--- src/rtl/pipe_stage_reg.sv ---
// pipe_stage_reg: multi-lane pipeline register with per-lane valid, global flush and per-lane kill.
// Optional saturating hold/bubble counters are built when PIPE_STAGE_PERF_CNT_EN is defined.
module pipe_stage_reg #(
    parameter int unsigned       DATA_W     = 64,
    parameter int unsigned       LANES      = 1,
    parameter int unsigned       STALL_W    = 6,
    parameter int unsigned       STAGE      = 3,
    parameter logic [DATA_W-1:0] BUBBLE_VAL = '0
) (
    input  logic                    clk,
    input  logic                    rst,
    input  logic [STALL_W-1:0]      stall,
    input  logic                    flush,
    input  logic [LANES-1:0]        kill,
    input  logic [LANES*DATA_W-1:0] data_i,
    input  logic [LANES-1:0]        valid_i,
    output logic [LANES*DATA_W-1:0] data_o,
    output logic [LANES-1:0]        valid_o,
    output logic [15:0]             hold_cnt_o,
    output logic [15:0]             bubble_cnt_o
);

    generate
        if (STAGE >= STALL_W || LANES < 1) begin : g_param_check
            $fatal(1, "pipe_stage_reg: requires STAGE < STALL_W and LANES >= 1");
        end
    endgenerate

    logic stall_self;
    logic stall_next;
    logic unused_stall;

    assign stall_self   = stall[STAGE];
    assign unused_stall = ^stall;

    // The last stage has no successor, so its stall always produces a bubble.
    generate
        if (STAGE + 1 < STALL_W) begin : g_next
            assign stall_next = stall[STAGE+1];
        end else begin : g_last
            assign stall_next = 1'b0;
        end
    endgenerate

    logic do_bubble;
    logic do_load;

    assign do_bubble = flush | (stall_self & ~stall_next);
    assign do_load   = ~flush & ~stall_self;

    // Incoming word with killed or invalid lanes replaced by the bubble value.
    logic [LANES*DATA_W-1:0] load_data;
    logic [LANES-1:0]        load_valid;

    always_comb begin
        load_valid = valid_i & ~kill;
        load_data  = {LANES{BUBBLE_VAL}};
        for (int unsigned k = 0; k < LANES; k++) begin
            if (load_valid[k]) begin
                load_data[k*DATA_W +: DATA_W] = data_i[k*DATA_W +: DATA_W];
            end
        end
    end

    // Datapath register; hold is the implicit else.
    always_ff @(posedge clk) begin
        if (rst || do_bubble) begin
            data_o  <= {LANES{BUBBLE_VAL}};
            valid_o <= '0;
        end else if (do_load) begin
            data_o  <= load_data;
            valid_o <= load_valid;
        end
    end

`ifdef PIPE_STAGE_PERF_CNT_EN
    localparam int unsigned      CNT_W   = 16;
    localparam logic [CNT_W-1:0] CNT_MAX = '1;

    logic             do_hold;
    logic [CNT_W-1:0] hold_cnt_q;
    logic [CNT_W-1:0] bubble_cnt_q;

    assign do_hold = ~flush & stall_self & stall_next;

    // Saturating event counters, cleared only by reset.
    always_ff @(posedge clk) begin
        if (rst) begin
            hold_cnt_q   <= '0;
            bubble_cnt_q <= '0;
        end else begin
            if (do_hold && hold_cnt_q != CNT_MAX) begin
                hold_cnt_q <= hold_cnt_q + CNT_W'(1);
            end
            if (do_bubble && bubble_cnt_q != CNT_MAX) begin
                bubble_cnt_q <= bubble_cnt_q + CNT_W'(1);
            end
        end
    end

    assign hold_cnt_o   = hold_cnt_q;
    assign bubble_cnt_o = bubble_cnt_q;
`else
    assign hold_cnt_o   = 16'h0000;
    assign bubble_cnt_o = 16'h0000;
`endif

endmodule

--- config.mk ---
export PLATFORM = sky130hd
export DESIGN_NAME = pipe_stage_reg
export DESIGN_NICKNAME = d
export VERILOG_FILES = /design/src/rtl/pipe_stage_reg.sv
export SDC_FILE = /design/constraint.sdc
export NUM_CORES = 1
export LEC_CHECK = 0
export ABC_CLOCK_PERIOD_IN_PS = 1100
export CAP_MARGIN = 10
export CORE_MARGIN = 1.5
export CORE_UTILIZATION = 34
export DETAILED_ROUTE_END_ITERATION = 10
export GPL_TIMING_DRIVEN = 0
export PLACE_DENSITY = 0.77
export SLEW_MARGIN = 20
export SYNTH_ARGS = -nofsm -noshare
export SYNTH_HDL_FRONTEND = slang
export SYNTH_SLANG_ARGS = --single-unit
--- constraint.sdc ---
create_clock -name clk -period 1.1 [get_ports clk]
set_clock_uncertainty 0.2 [all_clocks]
set_input_delay 0.11 -clock clk [delete_from_list [all_inputs] [get_ports clk]]
set_output_delay 0.11 -clock clk [all_outputs]
set_load 0.03 [all_outputs]
==> metrics.md, run 1 <==
| Metric | Value |
|---|---|
| CTS Sinks | `65` |
| Grt total ovfl | `0` |
| Reg2Reg Setup Slack | `roughly 0.02 ns` |
| Core Rows | `33` |
| Sum Neg Setup Slack | `-0.5483 ns` |
| CP max FO | `2` |
| # port buffers | `135` |
| Cell Count, Final, Fillers Out | `605` |
| Synth Cell Area | `2840 µm²` |
| Largest delay contributor family on the critical path | `flip-flops` |
| F_max | `about 0.89 GHz` |
| Crit. End Element | `output port` |
| Average size of a mapped cell | `approximately 11 µm²` |
| Die area | `8911 µm²` |
| Status | `finished with violations` |
| Final WS setup | `-0.02868 ns` |
| GR Util All Layers | `0.1725` |
| Initial antenna violation count | `0` |
| Post-Syn Instances | `254` |
| Final hold vios | `0` |
| CORE AREA | `8134 µm²` |
| Area Growth Syn to Fin | `96.21%` |
| Final Cycle Share | `1.026` |
| First-pass GRT wire length | `11830 µm` |
| Vias in the first global route | `2501` |
| Vias | `2608` |
| Post-DRT Antenna Nets | `0` |
| Worst setup SP type | `register` |
| GP Congestion | `just under 0.7` |
| Clock slew at reported path FFs | `0.07 ns` |
| Hold crit path type | `input port to register` |
| Peak VDD IR | `0.5601 mV` |
| Die Wd | `approximately 94 µm` |
| Pwr/cell area | `~940 nW/µm²` |
| Failing checks | `negative setup slack` |
| Slowest-stage cell, CP | `dfxtp_2` |
| Crit path cell chain | `buf_6` |
| Critical path class | `register to output port` |
| CP required | `0.79 ns` |
| Antenna cells | `0` |
| Post-placement worst setup slack | `-0.8556 ns` |
| Post-DR wirelength/cell | `13.17 µm` |
| Initial DRC Count | `45` |
| CP max stage delay | `0.35 ns` |
| Placed Cells | `between 500 and 600` |
| HPWL after detailed placement | `5172 µm` |
| Minimum clock period | `1.129 ns` |
| CP bufs+invs | `1` |
| Fraction of layout cells with a size suffix above 1 | `0.7160` |
| Fin util | `0.6851` |
| CTS tree | `built` |
| RSZ-0062 raised after global routing | `true` |
| Seq/Total Area, Yosys | `0.4581` |
| Worst EP arrival | `0.82 ns` |
| Yosys reg bits | `65` |
| Pin count of the biggest net entering global routing | `11` |
| DRC | `0` |
| Fin nets | `571` |
| H-tree levels | `3` |
| Clk_lat worst skew | `0.33 ns` |
| Drt first pass iters | `4` |
| Ports | `172` |
| Die H | `94.40 µm` |
| Routed wire length | `roughly 8000 µm` |
| Count of pins over their slew limit | `0` |
| Library cells used by synthesis | `15` |
| MaxCap Viol Count | `0` |
| Initial core utilization | `0.3492` |
| Hold_buf cts | `0` |
| Clk buf depth | `2` |
| Clk root buf | `clkbuf_8` |
| Avg Vias per Cell | `about 4.3` |
| Yosys warns | `0` |
| Final Setup Violations | `57` |
| LEAKAGE | `2.318 nW` |
| TritonCTS Buffers | `9` |
-- repair_timing --
action	CTS	global route
gates resized for setup	574	7
setup endpoints to repair	130	110
cloned	5	4
buffers inserted	50	8
pin swaps	4	7
-- registers in the layout, summed over array words and instances, names as in the netlist --
register,flops
data_o,64
valid_o,1
-- final cells by class --
class	instances	area [µm²]
multi-input cells	166	1255
well taps	105	131.4
flip-flops and latches	65	1383
plain buffers	53	561.8
fillers	612	2561
clock inverters	2	12.51
repair buffers	200	2057
clock buffers	13	168.9
inverters	1	3.754
-- through the flow --
stage	hold WS, ns	cell area (µm²)	total power, mW
finish	0.1548	5573	5.225
global route	0.1598	5573	5.431
CTS	0.1505	5405	5.228
detailed placement	0.2818	4458	3.254
global placement	0.2740	4458	3.249
floorplan	0.04446	2975	2.905
-- synthesized netlist by cell type, drive strengths merged --
library cell,number,area (µm²)
dfxtp,65,1301
a21oi,1,5.000
inv,1,3.750
clkbuf,2,7.510
o21ai,1,5.000
buf,51,410.4
a22oi,64,725.7
conb,1,3.750
nor2,66,347.8
nor4b,1,23.77
or2,1,6.260
-- metal layers --
metal	wire (µm)	GRT usage
met4	80	0.06343
met3	466	0.04187
met5	0	0
met1	3232	0.1888
met2	4185	0.3201
-- worst paths after layout --
path | startpoint | to | depth (start not counted)
worst max register to register | data_o[20] | data_o[20] | 4
worst min-delay path | flush | data_o[54] | 6
worst max-delay path | data_o[7] | data_o[7] | 1
worst min register to register | valid_o | valid_o | 2
-- layout by cell type, fill, tap and decap left out, drive strengths merged --
cell type	n
inv	1
clkinv	1
clkinvlp	1
clkdlybuf4s50	64
bufbuf	1
a21oi	1
nor4b	1
nor2	66
or2	1
o21ai	1
a22oi	64
buf	178
conb	32
dlygate4sd2	3
dfxtp	65
clkbuf	20
-- logic make-up after synthesis --
logic type	after synthesis	synth area share
flops	65	0.4582
compound gates	66	0.2590
buf+inv	54	0.1485
other cells	1	0.001320
simple gates	68	0.1330
-- power by group --
part           switching [mW]  total, mW  internal [mW]
Combinational           0.448      0.973          0.525
Clock                   0.886       1.87          0.988
Sequential             0.0103       2.38           2.37
Total                    1.34       5.23           3.88
(Power assumes the default switching activity.)
==> inputs of run 2 (changes only) <==
- SLEW_MARGIN: 20 -> default
==> results of run 2 <==
Final layout, timing and power as in run 1 (identical DEF).
==> RTL edit (config.mk and constraints of run 1) <==
`DATA_W`: 64 -> 96.
--- a/src/rtl/pipe_stage_reg.sv
+++ b/src/rtl/pipe_stage_reg.sv
@@ -1,7 +1,7 @@
 // pipe_stage_reg: multi-lane pipeline register with per-lane valid, global flush and per-lane kill.
 // Optional saturating hold/bubble counters are built when PIPE_STAGE_PERF_CNT_EN is defined.
 module pipe_stage_reg #(
-    parameter int unsigned       DATA_W     = 64,
+    parameter int unsigned       DATA_W     = 96,
     parameter int unsigned       LANES      = 1,
     parameter int unsigned       STALL_W    = 6,
     parameter int unsigned       STAGE      = 3,
Interface: changed (resized data_i and data_o); port bits go from 172 to 236. No check against the original RTL was run, so the function may have changed too.
==> RTL edit against run 1 <==
The flow still finishes with violations (setup timing); routed wire length is 54% higher; setup slack worse by 0.026 ns; final area is 30% higher; fmax is 2.2% lower; sequential cell count is 32 higher; combinational power is 24% higher; sequential share of layout area is 3.7 points higher; synthesized area is 22% higher; highest routed layer unchanged; power is 36% higher.
==> RTL edit: results (changes against run 1) <==
| Metric | Value |
|---|---|
| Status | finished with violations |
| Failing checks | setup timing |
| Seq/Total Area, Yosys | 56.2% (+10 points) |
| Setup WS post-layout | -0.0542 ns (-0.0255 ns) |
| Drt first pass iters | 6 (+2) |
| Max H-tree Level | 3 (unchanged) |
| Overall Global Routing Usage | 20.5% (+3.3 points) |
| Top flop regs | data_o x96, valid_o x1 |
| Wire per inst | 15.7 um (+19%) |
| Routability cong. | 0.747 (+9.1%) |
| Worst Hold Class | in2reg |
| Ys async rst share | 0% (unchanged) |
| DRT iter0 DRCs | 148 (+230%) |
| Critical path peak fanout | 2 (unchanged) |
| Final hold vios | 0 (unchanged) |
| Minimum clock period | 1.15 ns (+0.0255 ns) |
| Root buf cell | clkbuf_8 |
| Switching Share | 25.0% (-0.72 points) |
| Clock buffer depth | 2 (unchanged) |
| Later-pin clock latency in the skew report | between 0.3 and 0.4 ns |
| Most frequent cells after synthesis | nor2_1, dfxtp_1, a22oi_1 |
| Vias in the first global route | 3,650 (+46%) |
| Slowest stage cell, crit path | dfxtp_2 |
| Layout cell share with drive strength beyond 1 | 59.1% (-13 points) |
| VDD IR max | 0.534 mV (-4.6%) |
| Largest cells by area after synthesis | dfxtp_1, a22oi_1, nor2_1, buf_4, clkbuf_1 |
| Family with the most delay on the worst path | flip-flops |
| Yosys cell types | 12 (-3) |
| Fin nets | 752 (+32%) |
| Post-synth top flop | dfxtp_1 |
| Hold_sp | flush |
| Port Buffers | 199 (+47%) |
| Largest net degree at the start of global routing | 17 (+6) |
| CP max stage delay | 0.37 ns (+0.02 ns) |
| First-pass GRT wire length | 18,100 um (+53%) |
| Layout fillers | 683 (+12%) |
| Leak Pwr | 0.00293 uW (+26%) |
| Initial antenna violation count | 0 (unchanged) |
| Warnings from Yosys | 0 (unchanged) |
| Clock-pin slew on the worst setup and hold paths | 0.09 ns (+0.02 ns) |
| DR vias | 3,665 (+41%) |
| Ant diodes | 0 (unchanged) |
| Critical Path AT | 0.84 ns (+0.02 ns) |
| Num CTS Buffers | 9 (unchanged) |
| FF-to-FF Start | data_o[62]$_SDFFE_PP0P_ |
| Setup-failing EPs final | 101 (+77%) |
| Post-Place Worst Slack | -1.13 ns (-0.278 ns) |
| Crit. Startpoint | data_o[29]$_SDFFE_PP0P_ |
| Post-DP HPWL | 7910 um (+53%) |
## RTL edit: cell types whose count changed after synthesis, moves of 12 or more
cell / change
dfxtp_1: +32
a22oi_1: +81
clkbuf_1: +16
nor2_1: +72
a22oi_2: -49
buf_6: -12
nor2_2: -40
## RTL edit: final timing paths
path              slack, ns                       to  cells past startpoint
setup / recovery      -0.05               data_o[29]                      1
hold / removal         0.01  data_o[88]$_SDFFE_PP0P_                      5
setup reg to reg       0.03  data_o[62]$_SDFFE_PP0P_                      4
hold reg to reg        0.30     valid_o$_SDFFE_PP0P_                      2
## RTL edit: final cells by class
cell class / instances / area (um2) / area share [%]
sequential: 97 / 2060 / 28.5
inverter: 1 / 3.75 / 0.0519
tap: 133 / 166 / 2.30
clock inverter: 5 / 63.8 / 0.883
buffer: 62 / 657 / 9.09
timing repair buffer: 244 / 2590 / 35.8
multi-input combinational: 230 / 1550 / 21.4
clock buffer: 11 / 141 / 1.96
## RTL edit: timing repair
item	4_1_cts	5_1_grt
resized for setup	878	66
pin swaps	7	20
endpoints found under the hold margin	0	0
gates cloned	5	3
hold buffers	0	0
setup buffers	25	13
endpoints found under the setup margin	194	192
## RTL edit: metal layers
| metal | vias to the layer above | global-route usage (%) | routed length [um] |
|---|---|---|---|
| met2 | 156 | 38.2 | 6510 |
| li1 | 1764 | - | - |
| met1 | 1729 | 22.5 | 4760 |
| met4 | 0 | 6.15 | 141 |
| met3 | 16 | 5.83 | 876 |
| met5 | - | 0 | 0 |
## RTL edit: power by group through the flow
stage	Sequential (uW)	Clock (uW)	Combinational (uW)
global placement	3620	0	935
global route	3550	2550	1270
CTS	3550	2460	1110
detailed placement	3620	0	947
floorplan	3660	0	427
finish	3550	2360	1210
## RTL edit: stage by stage
stage | cells | TNS, ns | instance area (um2) | util, % | hold WS [ns]
global placement | 723 | -113.68 | 5780 | 58.8 | 0.272
finish | 783 | -3.18 | 7230 | 73.6 | 0.0133
global route | 783 | -7.19 | 7230 | 73.6 | 0.0137
detailed placement | 723 | -118.05 | 5780 | 58.8 | 0.285
CTS | 769 | -5.46 | 6850 | 69.7 | 0.0206
floorplan | 391 | -10.80 | 3620 | - | 0.0583
## RTL edit: cells by family after synthesis
logic type             Yosys count  synth area share (%)
AO/OA/AOI/OAI                   98                  21.1
buffers and inverters           64                  11.1
flip-flops                      97                  56.2
other                            1                 0.108
AND/OR/NAND/NOR                100                  11.5
